File: config.mk
export PLATFORM = sky130hd
export DESIGN_NAME = b_g_cnt
export DESIGN_NICKNAME = d
export VERILOG_FILES = /design/src/rtl/b_g_cnt.sv
export SDC_FILE = /design/constraint.sdc
export NUM_CORES = 1
export LEC_CHECK = 0
export BUFFER_PORTS_ARGS = -buffer_cell sky130_fd_sc_hd__buf_2
export CAP_MARGIN = 10
export CORE_ASPECT_RATIO = 0.75
export CORE_MARGIN = 2
export CORE_UTILIZATION = 28
export CTS_BUF_LIST = sky130_fd_sc_hd__clkbuf_4 sky130_fd_sc_hd__clkbuf_8
export DETAILED_ROUTE_END_ITERATION = 8
export GPL_ROUTABILITY_DRIVEN = 0
export GPL_TIMING_DRIVEN = 1
export PLACE_DENSITY = 0.58
export SLEW_MARGIN = 0
export SYNTH_ARGS = -nofsm -noshare
export SYNTH_HDL_FRONTEND = slang
export SYNTH_SLANG_ARGS = --single-unit
File: constraint.sdc
create_clock -name clk -period 5.4 [get_ports clk]
set_clock_uncertainty 0.2 [all_clocks]
set_input_delay 0 -clock clk [delete_from_list [all_inputs] [get_ports clk]]
set_output_delay 0 -clock clk [all_outputs]
set_load 0.03 [all_outputs]
File: src/rtl/b_g_cnt.sv
// b_g_cnt: up/down binary counter with a registered Gray-code output and a
//   single-entry valid/ready output stage.
// Latency: one cycle from an accepted load or step to the new G/B/wrap.
// Backpressure: while G_valid is high and G_ready is low (busy), load and en
//   are dropped, not queued, and all outputs hold.
//
// Ports:
//   clk, rst          - clock, synchronous active-high reset
//   en, up            - step request and direction (1 = increment)
//   load, B_in        - load request and binary load value (load beats en)
//   G, B              - registered Gray code and binary count
//   G_valid, G_ready  - output handshake
//   wrap              - current code came from a boundary crossing
//   busy              - G_valid & ~G_ready (combinational)
//
// Optional feature: define B_G_CNT_SAT_EN to make the counter saturate at
// the boundaries instead of wrapping; wrap then flags the saturated step.

module b_g_cnt #(
  parameter int WIDTH = 4
) (
  input  logic             clk,
  input  logic             rst,
  input  logic             en,
  input  logic             up,
  input  logic             load,
  input  logic [WIDTH-1:0] B_in,
  output logic [WIDTH-1:0] G,
  output logic [WIDTH-1:0] B,
  output logic             G_valid,
  input  logic             G_ready,
  output logic             wrap,
  output logic             busy
);

  logic [WIDTH-1:0] b_q, b_d;
  logic [WIDTH-1:0] g_q, g_d;
  logic             vld_q, vld_d;
  logic             wrap_q, wrap_d;

  logic             accept;
  logic             at_bound;
  logic [WIDTH-1:0] b_step;

  // The output slot can take a new code when it is empty or being drained.
  assign accept = ~vld_q | G_ready;

  // Boundary for the requested direction: all-ones going up, zero going down.
  assign at_bound = up ? (&b_q) : ~(|b_q);
  assign b_step   = up ? (b_q + WIDTH'(1)) : (b_q - WIDTH'(1));

  always_comb begin
    b_d    = b_q;
    vld_d  = vld_q;
    wrap_d = wrap_q;

    if (accept) begin
      if (load) begin
        b_d    = B_in;
        vld_d  = 1'b1;
        wrap_d = 1'b0;
      end else if (en) begin
`ifdef B_G_CNT_SAT_EN
        // Saturate: the boundary code is re-presented unchanged.
        b_d    = at_bound ? b_q : b_step;
`else
        b_d    = b_step;
`endif
        vld_d  = 1'b1;
        wrap_d = at_bound;
      end else if (vld_q) begin
        // Consumed with nothing new behind it: empty the slot, keep the count.
        vld_d  = 1'b0;
        wrap_d = 1'b0;
      end
    end

    // Gray code is derived from the next binary value so G and B move together.
    g_d = b_d ^ (b_d >> 1);
  end

  always_ff @(posedge clk) begin
    if (rst) begin
      b_q    <= '0;
      g_q    <= '0;
      vld_q  <= 1'b0;
      wrap_q <= 1'b0;
    end else begin
      b_q    <= b_d;
      g_q    <= g_d;
      vld_q  <= vld_d;
      wrap_q <= wrap_d;
    end
  end

  assign B       = b_q;
  assign G       = g_q;
  assign G_valid = vld_q;
  assign wrap    = wrap_q;
  assign busy    = vld_q & ~G_ready;

endmodule

# Word level (Yosys, flattened, before mapping)
# Index checks and enable logic that the tools add are counted.
# totals
register_bits,10
output_inout_bits,11
# classes
add_sub_neg,2
n_mux,10
bitwise,6
reduce_logical,4
# ops
operator,count
$mux W4,4
$mux W1,6
$add A4 B1 Y4 const B,1
$reduce_and A4 Y1,1
$reduce_or A4 Y1,1
$sub A4 B1 Y4 const B,1
$xor A4 B3 Y4,1
$not A1 Y1,3
$reduce_bool A3 Y1,1
$reduce_and A2 Y1,1
$and A1 B1 Y1,1
$or A1 B1 Y1,1

# Depth between registers and ports, before layout
# logic_depth
ltp_word,6
mapped_depth,8
depth_no_buf,7

# Worst setup path before layout
# OpenSTA, ideal clock, no wires.
# synth_timing
kind,register to register
startpoint,register b_q[0] (netlist: B[0])
endpoint,register g_q[2] (netlist: G[2])
setup_ns,0.082
arrival_ns,2.112
t_required_ns,5.118
slack_ns,3.006
stages_incl_launch_ff,9
synth_period_minus_slack_ns,2.394
path_cell_list,dfxtp_1 > inv_1 > fa_1 > xnor2_1 > nand4_1 > and3_1 > buf_6 > or4b_1 > o2111ai_1
# synth_via
elab_chain_cells,6
# synth_rtl
item,line,source
start: declaration,36,"logic [WIDTH-1:0] b_q, b_d;"
start signal: assignment,84,b_q <= '0;
start signal: assignment,89,b_q <= b_d;
$sub A4 B1 Y4 / $add A4 B1 Y4 (equally long branches),50,assign b_step = up ? (b_q + WIDTH'(1)) : (b_q - WIDTH'(1));
$mux W4 *,50,
$mux W4 *,62,end else if (en) begin
$mux W4 *,58,if (load) begin
$mux W4 *,57,if (accept) begin
$xor A4 B3 Y4 *,79,g_d = b_d ^ (b_d >> 1);
end signal: assignment,90,g_q <= g_d;
end: declaration,37,"logic [WIDTH-1:0] g_q, g_d;"
# Every way passes the cells marked *; elsewhere a longest branch is shown, timed or not.
# A chain may end at the register's enable or synchronous reset.

# Worst setup path in the final report
# Same ends and word-level chain as after synthesis.

==> parameters.txt <==
Parameter                              Value

STA
  Period utilisation layout ... 0.431
  Max-slew violation count ... 0
  Maximum achievable frequency ... 430 MHz
  Remaining max-slew budget at the tightest pin ... 0.649
  Final total negative setup slack ... 0 ns
  Setup repair after global routing missed its margin ... false
  Number of hold violations in the final report ... 0
  Hold slack ... 0.0300 ns
  Slew at the pin with the worst max-slew slack ... 0.521 ns
  Post-layout minimum cycle time ... 2.33 ns
  Final-report setup violation count ... 0

Min path
  Path type of the worst min-delay path ... in -> reg

Final layout
  Layout Nets ... 119
  Share of layout cells above drive strength 1 ... 0.295
  Layout-stage area growth over the synthesis result ... 26.1%
  Fillers ... around 240
  Final Cell Area ... ~830 µm²
  Number of inserted diodes ... 0

Clocking
  Number of hold-repair buffers added at the cts stage ... 5
  Clock tree from TritonCTS ... done
  Total setup buffers inserted after CTS ... 0
  Clock sink total ... 9
  Insertion delay of the later-clocked pin in the worst-skew pair ... between 0.2 and 0.3 ns
  Root Driver ... sky130_fd_sc_hd__clkbuf_4
  Clock-pin slew reported for the worst setup and hold paths after clock tree synthesis ... roughly 0.06 ns
  CTS Buf Count ... 3
  Post_cts resized ... 0
  # H-tree levels ... 1
  Maximum number of buffers from clock root to sink ... 2

Logic synthesis
  Syn nets ... 95
  Mapped Area ... 662 µm²
  Number of storage elements in the synthesis netlist ... 9
  Sequential share of the synthesized area ... 0.272
  Cell variety after synth ... 35
  Cells taking the most area after synthesis ... sky130_fd_sc_hd__dfxtp_1 (27%), sky130_fd_sc_hd__nor2_1 (5.7%), sky130_fd_sc_hd__buf_6 (5.1%)
  Average cell area after synthesis ... 8.07 µm²
  Area share of the leading cell type in the synthesized netlist ... 0.272
  Synthesis warning total ... 0
  Yosys top cell by area ... sky130_fd_sc_hd__dfxtp_1
  Gate count of the mapped netlist ... 82

Global routing
  Initial antenna violation count ... 0
  Aggregate global routing overflow ... 0
  Global-route wire length before repair ... 2.44 mm
  Aggregate global-route resource usage ... 0.122
  Via count of the first global-routing pass ... 527
  Maximum number of pins on one net before global-route repair ... 13

Detailed routing
  Average wire length per cell after detail routing ... 11.0 µm
  Number of detailed-route iterations in the first pass ... 4
  DRC violations left ... 0
  Number of DRC markers in iteration 0 ... 22
  Avg Vias per Cell ... approximately 4.7
  Via count ... 647
  Count of nets left with antenna violations after detail routing ... 0
  Final wirelength ... 1.53 mm

Critical path
  Bufs and invs on worst path ... 1
  Setup crit start kind ... flip-flop
  Chain of cells forming the critical path ... inv_1 > fa_1 > xnor2_1 > nand4_1 > and3_1 > or4b_1 > o2111ai_1
  Cell class contributing the biggest share of worst-path delay ... simple AND/OR/NAND/NOR gates
  Slowest cell on the critical path ... sky130_fd_sc_hd__or4b_1
  Slowest Stage Delay on Critical Path ... 0.47 ns
  CP Data Required Time ... between 5 and 6 ns
  Worst path arrival time ... about 2.3 ns
  Worst Path Max Fanout ... 8
  Setup crit end kind ... flip-flop
  Startpoint-to-endpoint class of the critical path ... reg -> reg

Placement
  Post-detailed-placement half-perimeter wirelength ... 1.19 mm
  # port buffers ... 20
  Standard cell area after detailed placement ... 754 µm²

Power
  Sequential share of power ... 0.373
  Worst vdd rail ir drop ... 112 µV
  Internal power summed over all cells ... between 0.1 and 0.15 mW
  Switching power as a share of total power ... 0.360
  Leakage dissipation ... between 0.3 and 0.4 nW
  Share of total power in the clock network ... 0.268
  Psw ... 0.0777 mW
  Power density over the cells ... 258 nW/µm²
  Power share of the combinational group ... 0.360

Floorplanning
  Row count ... 15
  Core area ... 2270 µm²
  Die X ... 60.1 µm
  Die boundary height ... 46.1 µm
  Initial core utilization ... 0.291
  Overall die area ... 2770 µm²
  Ports placed on the boundary ... 21

Job
  Max Cap Violations ... 0

Run status
  Status ... finished clean
layout by cell type (no fill, tap or decap), types with 3 or more instances in the layout:
cell                            synthesis  final
sky130_fd_sc_hd__inv_1                  8      8
sky130_fd_sc_hd__o21ai_0                4      4
sky130_fd_sc_hd__nor2_1                10     10
sky130_fd_sc_hd__xnor2_1                3      3
sky130_fd_sc_hd__nand4_1                3      3
sky130_fd_sc_hd__a21oi_1                3      3
sky130_fd_sc_hd__nand3_1                5      5
sky130_fd_sc_hd__dfxtp_1                9      9
sky130_fd_sc_hd__clkbuf_4               0      4
sky130_fd_sc_hd__buf_2                  1     20
sky130_fd_sc_hd__dlygate4sd3_1          0      5
sky130_fd_sc_hd__nor3_1                 3      3
worst reg2reg max path, delay by kind of cell, from the launching register on:
kind / cells / cell delay (ns)
AOI/OAI and AO/OA: 1 / 0.11
xor gates and xnor gates: 1 / 0.13
adders and majority gates: 1 / 0.43
buffers and inverters: 1 / 0.10
DFF: 1 / 0.44
and+or+nand+nor: 3 / 0.83
metrics by stage:
step | util | worst slack (ns) | power [mW] | std cells
after floorplan | - | 3.01 | 0.142 | 82
after global placement | 0.332 | 3.15 | 0.155 | 130
after detailed placement | 0.332 | 3.09 | 0.157 | 130
after CTS | 0.367 | 3.07 | 0.220 | 139
after global routing | 0.367 | 2.93 | 0.231 | 139
final | 0.367 | 3.07 | 0.216 | 139
layout make-up:
cell class                      instances  area (µm²)  share of cell area
Timing Repair Buffer                   25         150               0.180
Sequential cell                         9         180               0.216
Multi-Input combinational cell         59         402               0.481
Inverter                                8        30.0              0.0360
Clock buffer                            4        30.0              0.0360
Tap cell                               34        42.5              0.0510
metal layers:
metal  vias to the layer above  track usage  wire (µm)
met4                         0       0.0133          0
met5                         -            0          0
li1                        335            -          -
met1                       293        0.161        771
met2                        19        0.183        654
met3                         0       0.0646        103
cells in the mapped netlist (all sizes together):
library cell  instances
mux2i                 1
clkbuf                1
or4                   1
nand2b                3
or4b                  1
o211ai                1
mux2                  1
nand2                 2
nand3                 5
and2                  1
nor3                  3
and3                  2
a2111o                1
xnor2                 3
a21oi                 4
fa                    1
o2111ai               1
or2                   1
dfxtp                 9
nor3b                 1
o21ai                 6
and2b                 1
ha                    2
a211o                 1
nand4                 3
a31oi                 2
buf                   5
nor2                 10
a221oi                1
inv                   8
worst paths after layout:
path | from | end | slack [ns] | cells past startpoint
worst max-delay path | B[0]$_SDFF_PP0_ | G[2]$_SDFF_PP0_ | 3.07 | 7
worst min-delay path | B_in[0] | B[0]$_SDFF_PP0_ | 0.03 | 4
worst min register to register | wrap$_SDFFE_PP0P_ | wrap$_SDFFE_PP0P_ | 0.28 | 2
worst max register to register | B[0]$_SDFF_PP0_ | G[2]$_SDFF_PP0_ | 3.07 | 7
power by group through the flow:
| stage | Sequential, mW | Combinational, mW | Clock [mW] |
|---|---|---|---|
| floorplan | 0.0961 | 0.0459 | 0 |
| global placement | 0.0816 | 0.0739 | 0 |
| detailed placement | 0.0820 | 0.0748 | 0 |
| CTS | 0.0805 | 0.0781 | 0.0613 |
| global route | 0.0815 | 0.0854 | 0.0636 |
| finish | 0.0803 | 0.0776 | 0.0577 |
cells by family after synthesis:
family          share of synthesized area
mux                                0.0321
buf+inv                             0.121
fa+ha+maj                          0.0680
flops                               0.272
compound gates                      0.178
xor+xnor                           0.0397
simple gates                        0.289
No activity file was read; power rests on OpenSTA's default activity.
